**config.mk**
```make
export PLATFORM = sky130hd
export DESIGN_NAME = ifu_fetch
export DESIGN_NICKNAME = d
export VERILOG_FILES = /design/src/rtl/ifu_fetch.sv
export SDC_FILE = /design/constraint.sdc
export NUM_CORES = 1
export LEC_CHECK = 0
export CAP_MARGIN = 5
export CORE_UTILIZATION = 63
export CTS_BUF_LIST = sky130_fd_sc_hd__clkbuf_2 sky130_fd_sc_hd__clkbuf_4 sky130_fd_sc_hd__clkbuf_8
export CTS_CLUSTER_SIZE = 25
export DETAILED_ROUTE_END_ITERATION = 12
export DONT_BUFFER_PORTS = 1
export GPL_TIMING_DRIVEN = 0
export PLACE_DENSITY_LB_ADDON = 0.08
export SLEW_MARGIN = 20
export SYNTH_ARGS = -nofsm -noshare
export SYNTH_HDL_FRONTEND = slang
export SYNTH_SLANG_ARGS = --single-unit
export TNS_END_PERCENT = 50
```
**constraint.sdc**
```tcl
create_clock -name clk -period 4.62 [get_ports clk]
set_input_delay 0.924 -clock clk [delete_from_list [all_inputs] [get_ports clk]]
set_output_delay 0.924 -clock clk [all_outputs]
set_load 0.02 [all_outputs]
```
**src/rtl/ifu_fetch.sv**
```systemverilog
// rtl/ifu_fetch.sv - instruction fetch unit: credit-limited request issue, in-order response buffer
module ifu_fetch #(
   parameter int                   CPU_WIDTH = 32,
   parameter logic [CPU_WIDTH-1:0] RESET_PC  = '0,
   parameter int                   BUF_DEPTH = 4,
   parameter int                   MAX_OUTST = 2
) (
   input  logic                 clk,
   input  logic                 rst,
   input  logic                 pipeline_stall,
   input  logic                 pipeline_flush,
   input  logic [CPU_WIDTH-1:0] redirect_pc,
   output logic                 imem_req,
   output logic [CPU_WIDTH-1:0] imem_addr,
   input  logic                 imem_ready,
   input  logic                 imem_rvalid,
   input  logic [CPU_WIDTH-1:0] imem_rdata,
   output logic [CPU_WIDTH-1:0] inst,
   output logic [CPU_WIDTH-1:0] curr_pc,
   output logic [CPU_WIDTH-1:0] next_pc,
   output logic                 control_hazard,
   output logic                 fetch_valid
);

   localparam int PTR_W = $clog2(BUF_DEPTH);
   localparam int OCC_W = $clog2(BUF_DEPTH + 1);
   localparam int OST_W = $clog2(MAX_OUTST + 1);
   localparam logic [CPU_WIDTH-1:0] NOP_INST = CPU_WIDTH'(32'h0000_0013);

   logic [CPU_WIDTH-1:0] fetch_pc;
   logic [OST_W-1:0]     inflight;
   logic [OST_W-1:0]     discard;
   logic [OCC_W-1:0]     occ;
   logic [PTR_W-1:0]     head;
   logic [PTR_W-1:0]     tail;
   logic [CPU_WIDTH-1:0] buf_inst [BUF_DEPTH];
   logic [CPU_WIDTH-1:0] buf_pc   [BUF_DEPTH];

   logic                 hs;
   logic                 rsp;
   logic                 push;
   logic                 pop;
   logic [OST_W-1:0]     live_cnt;
   logic [CPU_WIDTH-1:0] resp_pc;
   logic [CPU_WIDTH-1:0] head_inst;
   logic [6:0]           head_opc;

   // Credit rule: a request is only issued if a buffer slot is guaranteed for its response.
   assign imem_req  = !rst && !pipeline_flush
                      && (32'(inflight) < 32'(MAX_OUTST))
                      && ((32'(occ) + 32'(inflight)) < 32'(BUF_DEPTH));
   assign imem_addr = fetch_pc;
   assign hs        = imem_req && imem_ready;
   assign rsp       = imem_rvalid && (inflight != '0);
   assign push      = rsp && (discard == '0) && !pipeline_flush;
   assign pop       = fetch_valid && !pipeline_stall && !pipeline_flush;

   // Live (non-discarded) requests are the youngest ones and are contiguous up to fetch_pc-4.
   assign live_cnt  = inflight - discard;
   assign resp_pc   = fetch_pc - (CPU_WIDTH'(live_cnt) << 2);

   assign fetch_valid    = (occ != '0);
   assign head_inst      = buf_inst[head];
   assign head_opc       = head_inst[6:0];
   assign inst           = fetch_valid ? head_inst : NOP_INST;
   assign curr_pc        = fetch_valid ? buf_pc[head] : '0;
   assign next_pc        = fetch_valid ? buf_pc[head] + CPU_WIDTH'(4) : '0;
   assign control_hazard = fetch_valid && ((head_opc == 7'b1100011) ||
                                           (head_opc == 7'b1101111) ||
                                           (head_opc == 7'b1100111));

   always_ff @(posedge clk) begin
      if (rst) begin
         fetch_pc <= RESET_PC;
         inflight <= '0;
         discard  <= '0;
         occ      <= '0;
         head     <= '0;
         tail     <= '0;
      end else begin
         if (hs && !rsp) begin
            inflight <= inflight + OST_W'(1);
         end else if (!hs && rsp) begin
            inflight <= inflight - OST_W'(1);
         end
         if (hs) begin
            fetch_pc <= fetch_pc + CPU_WIDTH'(4);
         end

         if (pipeline_flush) begin
            fetch_pc <= {redirect_pc[CPU_WIDTH-1:2], 2'b00};
            occ      <= '0;
            head     <= '0;
            tail     <= '0;
            discard  <= rsp ? inflight - OST_W'(1) : inflight;
         end else begin
            if (rsp && (discard != '0)) begin
               discard <= discard - OST_W'(1);
            end
            if (push) begin
               tail <= tail + PTR_W'(1);
            end
            if (pop) begin
               head <= head + PTR_W'(1);
            end
            if (push && !pop) begin
               occ <= occ + OCC_W'(1);
            end else if (!push && pop) begin
               occ <= occ - OCC_W'(1);
            end
         end
      end
   end

   always_ff @(posedge clk) begin
      if (!rst && push) begin
         buf_inst[tail] <= imem_rdata;
         buf_pc[tail]   <= resp_pc;
      end
   end

endmodule

```
== Yosys cells after proc, flatten, opt, wreduce, memory -nomap -nowiden ==
Memory sizes are Yosys's and may differ from the RTL's. A register that Yosys moved wholly into a read port is not among the register bits.
Index checks and enable logic that the tools add are counted.

* Input port bits: 70
* RAM bits: 256
* Word-level logic and storage cells: 78
* Memories: 2
* Flip-flop bits (word level): 43

{| class="wikitable"
|+ Memory list
! name !! words !! bits a word !! rd ports !! clocked after Yosys merged registers in !! write ports !! line !! RTL
|-
| buf_inst || 4 || 32 || 1 || 1 || 1 || 36 || <nowiki>logic [CPU_WIDTH-1:0] buf_inst [BUF_DEPTH];</nowiki>
|-
| buf_pc || 4 || 32 || 1 || 1 || 1 || 37 || <nowiki>logic [CPU_WIDTH-1:0] buf_pc [BUF_DEPTH];</nowiki>
|}

* Reduce and logical (&&, ||, !) cells: 34
* Multiplexer cells: 18
* $add $sub $neg: 12
* $lt $le $gt $ge: 2
* Eq/ne operators: 3

{| class="wikitable"
|+ Operator list
! cell !! number
|-
| $mux W32 || 5
|-
| $add A32 B3 Y32 const B || 2
|-
| $sub A32 B4 Y32 || 1
|-
| $eq A7 B7 Y1 const B || 3
|-
| $mux W2 || 9
|-
| $logic_and A1 B1 Y1 || 16
|-
| $reduce_bool A2 Y1 || 6
|-
| $logic_not A1 Y1 || 7
|-
| $add A2 B1 Y2 const B || 3
|-
| $mux W3 || 2
|-
| $add A3 B2 Y4 || 1
|-
| $lt A4 B3 Y1 const B || 1
|-
| $sub A2 B1 Y2 const B || 2
|-
| $add A3 B1 Y3 const B || 1
|-
| $reduce_bool A3 Y1 || 1
|-
| $sub A3 B1 Y3 const B || 1
|-
| $logic_not A2 Y1 || 1
|-
| $logic_or A1 B1 Y1 || 2
|-
| $lt A2 B2 Y1 const B || 1
|-
| $mux W1 || 2
|-
| $reduce_or A2 Y1 || 1
|-
| $sub A2 B2 Y2 || 1
|}

== Logic depth before layout (Yosys ltp) ==
* Depth after elaboration: 9
* Depth in mapped cells: 11

== Worst setup path before layout ==
Ideal clock, no wire load.

* Kind: input-to-reg
* Start point: input port pipeline_flush
* End point: memory buf_inst[0][0] (enable)
* Setup time: 0.427 ns
* Slack: 0.993 ns
* Stages on the path: 5
* Data arrival time: 3.200 ns
* Cells stage by stage: clkbuf_1 -> or2_2 -> clkbuf_1 -> nor2_1 -> and2_1

* Cells in the longest elaborated chain, start to end: 5

{| class="wikitable"
|+ RTL lines
! item !! line !! RTL
|-
| start: declaration || 11 || <nowiki>input logic pipeline_flush,</nowiki>
|-
| $logic_not A1 Y1 || 55 || <nowiki>assign push = rsp && (discard == '0) && !pipeline_flush;</nowiki>
|-
| $logic_and A1 B1 Y1 || 55 ||
|-
| $logic_and A1 B1 Y1 || 116 || <nowiki>if (!rst && push) begin</nowiki>
|-
| $mux W1 || 116 ||
|-
| $mux W1 (not written as such) || 117 || <nowiki>buf_inst[tail] <= imem_rdata;</nowiki>
|-
| end: declaration || 36 ||
|}

Every way passes these cells.

==> impl_metrics.tcl <==
set metrics [dict create \
    status "finished clean" \
    firstDrtPassIters 7 \
    worst_slew_pin_slew_ps 987 \
    period_needed_ps 4260 \
    ys_warn_count 0 \
    met1_length_um 11500 \
    p_switching_w 0.00169 \
    wirelength_um 28600 \
    synth.most_common_cell "edfxtp_1" \
    synthSimpleGateAreaFrac_pct 13.5 \
    die_h_um 148 \
    reg2reg_setup_slack_ps 1530 \
    synthXorXnorAreaFrac_pct 3.38 \
    holdWs_ps 479 \
    track_usage_pct 26.4 \
    grt_pass1_wl_um 43800 \
    cts_root_buf "clkbuf_8" \
    worstPathMaxFanout 10 \
    ir_drop_v 0.000259 \
    synth_top_family_by_area "simple AND/OR/NAND/NOR gates" \
    worstRegToRegCells 11 \
    syn_inst 957 \
    postCtsHoldBufs 0 \
    vias 8195 \
    r2r_end "buf_pc[3][31]" \
    pin_count 201 \
    cts.path.max_buffers 3 \
    sw_frac_of_total_pct 27.5 \
    start_kind "flop" \
    synthMuxAreaShare_pct 11.4 \
    synthTopCellsByArea "edfxtp_1 55%, mux4_2 9.0%, dfxtp_1 6.4%" \
    dieArea_mm2 0.0220 \
    cts_buffers 47 \
    antenna_left 0 \
    fin_util_pct 70.6 \
    cts_tree "built" \
    synth_edf_count 248 \
    intPower_w 0.00447 \
    slew_violations 0 \
    ys_types 64 \
    criticalPathCategory "flop to primary output" \
    cap_violations 0 \
    power_frac_seq_pct 50.2 \
    antenna_found_initial 0 \
    topRoutingLayerUsed "met4" \
    dr_wl_met3_um 2280 \
    power_density_mw_per_mm2 415 \
    synth_commonest_cells "248 x edfxtp_1, 72 x and2_1, 61 x nor2_1, 54 x mux4_2, 49 x nand2_1" \
    gp_congestion 0.944 \
    core-area_mm2 0.0210 \
    critPathCapture "inst[21]" \
    synth_top_area_share_pct 55.2 \
    synthAdderAreaFrac_pct 1.60 \
    min_path_type "input pin to flop" \
    grt_overflow 0 \
    dp_hpwl_um 20200 \
    slew_headroom_pct 33.6 \
    p_total_w 0.00616 \
    synth_area_per_cell_um2 14.1 \
    drc 0 \
    cp.required_ps 3700 \
    path_clk_slew_ps 60 \
    clkPwrFrac_pct 34.3 \
    post_cts_resized 0 \
    syn_area_mm2 0.0135 \
    grt_pass1_vias 8023 \
    max_freq_mhz 235 \
    vias_per_cell 6.18 \
    routedWlPerCell_um 21.6 \
    seq_area_frac_synth_pct 61.6 \
    cts.sinks 291 \
    end_kind "primary output" \
    start_util_pct 64.2 \
    synth_compound_area_share_pct 4.79 \
    skew_ps 13.2 \
    port_buffers 0 \
    met2_length_um 14200 \
    synthArstFlopShare_pct 0 \
    worstReg2RegStart "inflight[0]" \
    crit_arrival_ps 3340 \
    synth_area_leader_cell "edfxtp_1" \
    n_antenna_cell 0 \
    synthToLayoutAreaGrowth_pct 10.1 \
    rsz0062_at_grt "no" \
    p_leak_nw 4.87 \
    die_w_um 148 \
    cts_htree_levels 2 \
    dr.first_iter.drc_count 546 \
    finalHoldViolations 0 \
    pwr-share-comb_pct 15.5 \
    worst_skew_pair.late_latency_ps 540 \
    drive_gt1_share_pct 17.9 \
    ys.flop_type "edfxtp_1" \
    ys_seq_elements 291 \
    row_count 53 \
    min_period_over_period_pct 92.2 \
    post-cts-setup-buffers 0 \
    grt_max_degree 33 \
    finalSetupViolCount 0 \
    final_nets 1101 \
]
[layout make-up]
cell class	instances	area [um2]
fillers	1434	6170
multi-input cells	575	4700
clock inverters	23	130
plain buffers	71	415
inverters	25	93.8
clock buffers	61	777
flip-flops and latches	291	8310
repair buffers	4	80.1
well taps	275	344
[logic make-up (layout without fill, tap and decap cells)]
| group | after synthesis | in the layout |
|---|---|---|
| and+or+nand+nor | 322 | 322 |
| other | 1 | 6 |
| DFF | 291 | 291 |
| buffers and inverters | 96 | 184 |
| xor gates and xnor gates | 52 | 52 |
| muxes | 72 | 72 |
| AOI/OAI and AO/OA | 107 | 107 |
| adders and majority gates | 16 | 16 |
[worst min path at each step]
stage                       start              to  slack [ps]  cells past startpoint
floorplan                 tail[1]         tail[1]         470                      2
global placement          tail[1]         tail[1]         480                      2
detailed placement        tail[1]         tail[1]         500                      2
CTS                 imem_rdata[4]  buf_inst[2][4]         450                      0
global route        imem_rdata[4]  buf_inst[2][4]         450                      0
finish              imem_rdata[0]  buf_inst[0][0]         480                      0
[metal layers]
layer | up-vias | GRT usage (%)
met5 | - | 0
met4 | 0 | 8.20
met3 | 46 | 6.38
met2 | 319 | 44.6
met1 | 4049 | 33.9
li1 | 3781 | -
[through the flow]
| stage | worst slack, ps | TNS [ps] | area [um2] | cells |
|---|---|---|---|---|
| after floorplan | 993 | 0 | 13500 | 962 |
| after global placement | -243 | -53810 | 13800 | 1237 |
| after detailed placement | 875 | 0 | 13900 | 1241 |
| after CTS | 279 | 0 | 14800 | 1325 |
| after global routing | 199 | 0 | 14800 | 1325 |
| final | 358 | 0 | 14800 | 1325 |
[cell usage in the layout, fill, tap and decap left out, types with 8 or more instances in the layout]
cell type and n:
buf_2 13, a21oi_1 36, nand3_1 20, or4_1 17, mux4_1 8, clkbuf_1 38
inv_1 24, nor2_1 61, or3_1 8, and2_1 68, a31oi_1 17, xnor2_1 22
dfxtp_1 43, clkbuf_4 10, nand4_1 20, o21ai_0 23, ha_1 14, nand2_1 49
edfxtp_1 248, clkinv_2 8, buf_4 9, clkbuf_8 53, nor4_1 12, o31ai_1 12
clkinv_1 13, nor3_1 17, xor2_1 30, and3_1 8, mux4_2 54
[sequential cells by signal (all words and copies together), names as in the netlist, named ones only]
name,flops
buf_inst,128
buf_pc,120
imem_addr,30
occ,3
discard,2
head,2
inflight,2
tail,2
[worst max-delay path, stage by stage (launching register included)]
cell,delay (ps)
dfxtp_1,320
buf_4,190
clkbuf_8,200
buf_2,280
clkbuf_1,590
clkbuf_1,550
mux4_2,420
and2_1,250
[power by group through the flow]
| stage | logic (W) | clock network, W | registers, W |
|---|---|---|---|
| global placement | 0.000930 | 0 | 0.00315 |
| floorplan | 0.000729 | 0 | 0.00313 |
| finish | 0.000954 | 0.00211 | 0.00309 |
| detailed placement | 0.000956 | 0 | 0.00314 |
| global route | 0.00104 | 0.00225 | 0.00310 |
| CTS | 0.000960 | 0.00215 | 0.00309 |
Note: power is estimated with default switching activity, not from simulation.
